--- config.mk ---
export PLATFORM = sky130hd
export DESIGN_NAME = mkio_tx_encoder_flat
export DESIGN_NICKNAME = d
export VERILOG_FILES = /design/src/rtl/mkio_tx_if.sv /design/src/rtl/mkio_tx_encoder.sv /design/src/flat_wrapper.sv
export SDC_FILE = /design/constraint.sdc
export NUM_CORES = 1
export LEC_CHECK = 0
export BUFFER_PORTS_ARGS = -buffer_cell sky130_fd_sc_hd__buf_2
export CAP_MARGIN = 20
export CORE_MARGIN = 2
export CORE_UTILIZATION = 30
export DETAILED_ROUTE_END_ITERATION = 16
export GPL_ROUTABILITY_DRIVEN = 0
export GPL_TIMING_DRIVEN = 1
export PLACE_DENSITY_LB_ADDON = 0.2
export SLEW_MARGIN = 15
export SYNTH_ARGS = -nofsm -noshare
export SYNTH_HDL_FRONTEND = slang
export SYNTH_SLANG_ARGS = --single-unit
--- constraint.sdc ---
create_clock -name clk -period 4.3 [get_ports clk]
set_input_delay 0.215 -clock clk [delete_from_list [all_inputs] [get_ports clk]]
set_output_delay 0.215 -clock clk [all_outputs]
set_load 0.02 [all_outputs]
--- src/rtl/mkio_tx_if.sv ---
// MKIO transmitter interface: upstream word stream in, line-driver pins and status out.
// With MKIO_TX_ERR_INJ_EN defined, a per-word inj_parity qualifier rides alongside tx_ready.
interface mkio_tx_if;
    logic [15:0] tx_data;
    logic        tx_cd;
    logic        tx_ready;
`ifdef MKIO_TX_ERR_INJ_EN
    logic        inj_parity;
`endif
    logic        out_p;
    logic        out_n;
    logic        out_en;
    logic        busy;
    logic        word_done;
    logic        overflow;

    modport master (
`ifdef MKIO_TX_ERR_INJ_EN
        output inj_parity,
`endif
        output tx_data, tx_cd, tx_ready,
        input  out_p, out_n, out_en, busy, word_done, overflow
    );

    modport slave (
`ifdef MKIO_TX_ERR_INJ_EN
        input  inj_parity,
`endif
        input  tx_data, tx_cd, tx_ready,
        output out_p, out_n, out_en, busy, word_done, overflow
    );
endinterface

--- src/rtl/mkio_tx_encoder.sv ---
// MKIO (GOST R 52070) Manchester-II transmitter with a 2-word buffer for gapless words.
// Optional MKIO_TX_ERR_INJ_EN: per-word parity inversion for error injection.
module mkio_tx_encoder #(
    parameter int HALF_BIT   = 12,
    parameter int FIFO_DEPTH = 2
) (
    input  logic      clk,
    input  logic      reset,
    mkio_tx_if.slave  bus
);
    localparam logic [1:0] ST_IDLE   = 2'd0;
    localparam logic [1:0] ST_SYNC   = 2'd1;
    localparam logic [1:0] ST_DATA   = 2'd2;
    localparam logic [1:0] ST_PARITY = 2'd3;

    localparam int HB_W  = (HALF_BIT > 1) ? $clog2(HALF_BIT) : 1;
    localparam int PTR_W = $clog2(FIFO_DEPTH);
    localparam int CNT_W = $clog2(FIFO_DEPTH + 1);

    // Entry layout: {inj_parity, tx_cd, tx_data}
    logic [17:0]      fifo_q [FIFO_DEPTH];
    logic [PTR_W-1:0] wr_ptr_q, rd_ptr_q;
    logic [CNT_W-1:0] cnt_q, cnt_d;
    logic [1:0]       state_q, state_d;
    logic [HB_W-1:0]  hb_cnt_q, hb_cnt_d;
    logic [5:0]       bit_idx_q, bit_idx_d;
    logic [15:0]      data_q, data_d;
    logic             cd_q, cd_d, par_q, par_d;
    logic             out_p_q, out_p_d, out_en_q, out_en_d;
    logic             done_q, done_d, ovf_q, ovf_d;

    logic        fifo_empty, fifo_full, push, pop, hb_wrap, inj;
    logic [17:0] rd_entry;

`ifdef MKIO_TX_ERR_INJ_EN
    assign inj = bus.inj_parity;
`else
    assign inj = 1'b0;
`endif

    assign fifo_empty = (cnt_q == '0);
    assign fifo_full  = (cnt_q == CNT_W'(FIFO_DEPTH));
    assign rd_entry   = fifo_q[rd_ptr_q];
    assign hb_wrap    = (hb_cnt_q == HB_W'(HALF_BIT - 1));
    // A pop on the same edge frees a slot, so a write into a full buffer still lands.
    assign push       = bus.tx_ready && (!fifo_full || pop);
    assign ovf_d      = ovf_q | (bus.tx_ready & ~push);

    // Line level for half-bit idx of a frame: 6 sync, 32 data (MSB first), 2 parity.
    function automatic logic level(input logic [5:0] idx, input logic cd,
                                   input logic [15:0] data, input logic par);
        logic [4:0] k;
        logic       b;
        k = 5'(idx - 6'd6);
        if (idx < 6'd6) return cd ? (idx >= 6'd3) : (idx < 6'd3);
        b = (idx >= 6'd38) ? par : data[4'd15 - k[4:1]];
        return b ^ k[0];
    endfunction

    // NOTE: every always_comb output gets a default first, so no path can infer a latch.
    always_comb begin
        state_d   = state_q;
        hb_cnt_d  = hb_cnt_q;
        bit_idx_d = bit_idx_q;
        data_d    = data_q;
        cd_d      = cd_q;
        par_d     = par_q;
        out_en_d  = out_en_q;
        done_d    = 1'b0;
        pop       = 1'b0;

        if (state_q == ST_IDLE) begin
            pop = !fifo_empty;
        end else if (hb_wrap) begin
            hb_cnt_d  = '0;
            bit_idx_d = bit_idx_q + 6'd1;
            case (state_q)
                ST_SYNC:   if (bit_idx_q == 6'd5)  state_d = ST_DATA;
                ST_DATA:   if (bit_idx_q == 6'd37) state_d = ST_PARITY;
                ST_PARITY: if (bit_idx_q == 6'd39) begin
                    done_d = 1'b1;
                    pop    = !fifo_empty;
                    if (fifo_empty) begin
                        state_d   = ST_IDLE;
                        out_en_d  = 1'b0;
                        bit_idx_d = '0;
                    end
                end
                default: ;
            endcase
        end else begin
            hb_cnt_d = hb_cnt_q + HB_W'(1);
        end

        if (pop) begin
            state_d   = ST_SYNC;
            hb_cnt_d  = '0;
            bit_idx_d = '0;
            data_d    = rd_entry[15:0];
            cd_d      = rd_entry[16];
            par_d     = ~^rd_entry[15:0] ^ rd_entry[17];
            out_en_d  = 1'b1;
        end

        // Registered output carries the level of the half-bit that starts on this edge.
        out_p_d = out_en_d & level(bit_idx_d, cd_d, data_d, par_d);

        case ({push, pop})
            2'b10:   cnt_d = cnt_q + CNT_W'(1);
            2'b01:   cnt_d = cnt_q - CNT_W'(1);
            default: cnt_d = cnt_q;
        endcase
    end

    // NOTE: sequential state uses non-blocking assignments so every register samples pre-edge values.
    always_ff @(posedge clk or posedge reset) begin
        if (reset) begin
            state_q   <= ST_IDLE;
            hb_cnt_q  <= '0;
            bit_idx_q <= '0;
            data_q    <= '0;
            cd_q      <= 1'b0;
            par_q     <= 1'b0;
            out_p_q   <= 1'b0;
            out_en_q  <= 1'b0;
            done_q    <= 1'b0;
            ovf_q     <= 1'b0;
            cnt_q     <= '0;
            wr_ptr_q  <= '0;
            rd_ptr_q  <= '0;
        end else begin
            state_q   <= state_d;
            hb_cnt_q  <= hb_cnt_d;
            bit_idx_q <= bit_idx_d;
            data_q    <= data_d;
            cd_q      <= cd_d;
            par_q     <= par_d;
            out_p_q   <= out_p_d;
            out_en_q  <= out_en_d;
            done_q    <= done_d;
            ovf_q     <= ovf_d;
            cnt_q     <= cnt_d;
            if (push) wr_ptr_q <= wr_ptr_q + PTR_W'(1);
            if (pop)  rd_ptr_q <= rd_ptr_q + PTR_W'(1);
        end
    end

    // NOTE: buffer storage is not reset; the count and pointers alone decide what is valid.
    always_ff @(posedge clk) begin
        if (push) fifo_q[wr_ptr_q] <= {inj, bus.tx_cd, bus.tx_data};
    end

    assign bus.out_p     = out_p_q;
    assign bus.out_n     = out_en_q & ~out_p_q;
    assign bus.out_en    = out_en_q;
    assign bus.busy      = out_en_q | !fifo_empty;
    assign bus.word_done = done_q;
    assign bus.overflow  = ovf_q;
endmodule

--- src/flat_wrapper.sv ---
// flat-port wrapper written by rule: the top's interface ports become plain ports
module mkio_tx_encoder_flat 
#(
    parameter int HALF_BIT   = 12,
    parameter int FIFO_DEPTH = 2
)
  (clk, reset, bus_tx_data, bus_tx_cd, bus_tx_ready, bus_out_p, bus_out_n, bus_out_en, bus_busy, bus_word_done, bus_overflow);
  mkio_tx_if bus_i ();
  input  logic clk;
  input  logic reset;
  input wire logic [$bits(bus_i.tx_data)-1:0] bus_tx_data;
  input wire logic [$bits(bus_i.tx_cd)-1:0] bus_tx_cd;
  input wire logic [$bits(bus_i.tx_ready)-1:0] bus_tx_ready;
  output wire logic [$bits(bus_i.out_p)-1:0] bus_out_p;
  output wire logic [$bits(bus_i.out_n)-1:0] bus_out_n;
  output wire logic [$bits(bus_i.out_en)-1:0] bus_out_en;
  output wire logic [$bits(bus_i.busy)-1:0] bus_busy;
  output wire logic [$bits(bus_i.word_done)-1:0] bus_word_done;
  output wire logic [$bits(bus_i.overflow)-1:0] bus_overflow;
  assign bus_i.tx_data = bus_tx_data;
  assign bus_i.tx_cd = bus_tx_cd;
  assign bus_i.tx_ready = bus_tx_ready;
  assign bus_out_p = bus_i.out_p;
  assign bus_out_n = bus_i.out_n;
  assign bus_out_en = bus_i.out_en;
  assign bus_busy = bus_i.busy;
  assign bus_word_done = bus_i.word_done;
  assign bus_overflow = bus_i.overflow;
  mkio_tx_encoder #(.HALF_BIT(HALF_BIT), .FIFO_DEPTH(FIFO_DEPTH)) u_core (.clk(clk), .reset(reset), .bus(bus_i));
endmodule
==> flow_metrics.tcl <==
set metrics [dict create \
    outcome "finished with violations" \
    rows 40 \
    nFillCells 1225 \
    synth_area_leaders "edfxtp_1 28%, dfrtp_1 26%, mux2i_1 6.0%, xnor2_1 5.0%, a21oi_1 4.5%" \
    grt_pass1_wl_mm 12.12 \
    place_area_sq_um 3975 \
    grt_overflow_total 0 \
    worst_pin_slew_ps 826.2 \
    ys.flop_type "dfrtp_1" \
    seq_area_frac_synth_pct 53.42 \
    routedWlPerCell_um 14.24 \
    floorplan.initialDensity_pct 30.73 \
    cp-start-kind "flip-flop" \
    period_share_pct 87.23 \
    synth_top_cell_by_area "edfxtp_1" \
    drive_above_1_share_pct 16.10 \
    grt_antenna_before_repair 0 \
    hold_viol 8 \
    r2r_slack_ps 550 \
    cts_resized 0 \
    critPathCapture "u_core.bus.out_p" \
    drt_iter0_drc 155 \
    syn_inst 324 \
    grtUsageTotal_pct 11.86 \
    vias_per_cell 4.860 \
    setup_slack_ps 549.1 \
    irDropWorstVdd_v 0.0002730 \
    ctsHoldBuffers 0 \
    clkLatencyLatePin_ps 330 \
    synthDominantCellAreaShare_pct 27.66 \
    ys_warn_count 0 \
    coreArea_sq_um 12010 \
    rsz0062_at_grt "false" \
    syn-num-nets 353 \
    final_cell_mix "38 x dfrtp_1, 34 x edfxtp_1, 33 x a21oi_1" \
    ys_types 51 \
    skew_ps 5.061 \
    diodes 0 \
    clkTransAtPathRegs_ps 60 \
    final_common_cell "dfrtp_1" \
    setup_violations 0 \
    crit_chain "inv_1 > ha_1 > nand4bb_4 > a311o_2 > and2_1 > nor2_1 > ha_1 > mux4_2 > mux4_2 > a21oi_1 > and3b_1" \
    syn_area_sq_um 3691 \
    worst-setup-path-type "flip-flop to flip-flop" \
    hold_ws_ps -1.416 \
    yosys_register_bits 72 \
    fin_area_sq_um 4262 \
    avgSynthCellArea_sq_um 11.39 \
    r2r-start "u_core.state_q[0]" \
    ant_nets 0 \
    place_ws_ps 553.0 \
    cpPeakStageDelay_ps 520 \
    fmax_mhz 266.6 \
    post_cts_buffers 0 \
    period_needed_ps 3751 \
    slew_viol_final 0 \
    num_vias 2435 \
    cp-end-kind "flip-flop" \
    tns_ps 0 \
    drt_wl_total_mm 7.132 \
    hp-class "input pin to async pin" \
    syn2layout_area_growth_pct 15.46 \
    fin_nets 379 \
    required_ps 4520 \
    failed_checks "negative hold slack" \
    tritoncts "yes" \
    crit_fanout 13 \
    htree_num_levels 3 \
    die_height_um 114.9 \
    pin_count 26 \
    dieArea_sq_um 13210 \
    grt_pass1_vias 2360 \
    critPathArrivalTime_ps 3970 \
    crit_path_start "u_core.state_q[0]" \
    grt_start_max_net_pins 40 \
    die_w_um 114.9 \
    timing.slew.headroom_pct 44.92 \
    cts_made_buffers 9 \
    clock-root-buffer "clkbuf_16" \
    cts.sinks 72 \
    portBuffers 25 \
    synth_edf_count 34 \
    drc 0 \
    first_pass_iters 5 \
    crit_slowest_cell "mux4_2" \
    reg2regPathDepth 11 \
    post-route-util_pct 35.48 \
    clock_path_buffers 2 \
    p_leak_uw 0.001696 \
    async_flop_share_pct 52.78 \
    p_per_area_nw_per_um2 683.7 \
    dp_hpwl_mm 5.194 \
    regToRegEndpoint "u_core.bus.out_p" \
    cap_violations 0 \
]
## layer usage
layer | share of wire [%] | global-route usage (%) | wire length (um) | up-vias
met5 | 0 | 0 | 0 | -
met4 | 2.9 | 5.141 | 205 | 0
met3 | 3.6 | 3.321 | 257 | 15
met2 | 47 | 18.35 | 3335 | 51
met1 | 47 | 15.61 | 3334 | 1137
li1 | - | - | - | 1232
## critical path: cells and delay by family (launching register included)
family	cells	cell delay (ps)
buf+inv	1	80
flops	1	390
mux	2	1000
fa+ha+maj	2	600
compound gates	2	630
simple gates	4	930
## worst min path at each step
stage | slack, ps | start | cells past startpoint | to
after CTS | 20 | reset | 3 | u_core.cd_q
after global routing | 60 | reset | 3 | u_core.wr_ptr_q
after global placement | 370 | reset | 3 | u_core.wr_ptr_q
after detailed placement | 380 | reset | 3 | u_core.wr_ptr_q
after floorplan | 310 | bus_tx_data[0] | 0 | u_core.fifo_q[0][0]
final | -1 | reset | 3 | u_core.wr_ptr_q
## area by class of cell
type / count / area (sq um) / share of cell area (%)
Clock buffer: 10 / 229.0 / 5.373
Clock inverter: 5 / 57.56 / 1.351
Inverter: 13 / 48.80 / 1.145
Multi-Input combinational cell: 223 / 1600 / 37.55
Sequential cell: 72 / 1972 / 46.27
Tap cell: 147 / 183.9 / 4.316
Timing Repair Buffer: 31 / 170.2 / 3.993
## cells by family after synthesis
family | synth area share (%)
AND/OR/NAND/NOR | 11.53
XOR/XNOR | 7.593
flip-flops | 53.42
multiplexers | 8.102
buffers and inverters | 3.526
AO/OA/AOI/OAI | 12.78
adder cells (fa/ha/maj) | 3.051
## registers in the layout, indices dropped and copies added (netlist names), 2 cells and up
| name | count |
|---|---|
| u_core.hb_cnt_q | 4 |
| u_core.state_q | 2 |
| u_core.data_q | 16 |
| u_core.cnt_q | 2 |
| u_core.fifo_q | 34 |
| u_core.bit_idx_q | 6 |
## cell usage after synthesis (2+ instances only)
cell type   n
dfrtp_1    38
edfxtp_1   34
a21oi_1    33
nor2_1     30
mux2i_1    22
xnor2_1    21
o21ai_0    14
inv_1      13
xor2_1     11
nand2_1    10
a31oi_1     9
ha_1        9
clkbuf_1    8
nand3_1     7
and3_1      4
o211ai_1    4
or3_1       4
a32oi_1     3
buf_1       3
mux2_2      3
o21a_1      3
o22ai_1     3
a211oi_1    2
and3b_1     2
buf_2       2
buf_6       2
mux4_2      2
nor2b_1     2
nor3_1      2
nor3b_1     2
or2_2       2
## where the power goes
group | internal, uW | switching (uW)
sequential | 957 | 181
combinational | 495 | 560
clock | 445 | 275
total | 1900 | 1020
## metrics by stage
stage / total power (uW) / instances
floorplan: 1976 / 324
global placement: 2227 / 486
detailed placement: 2229 / 486
CTS: 2965 / 501
global route: 3144 / 501
finish: 2913 / 501
Power figures use the tool's default switching activity.
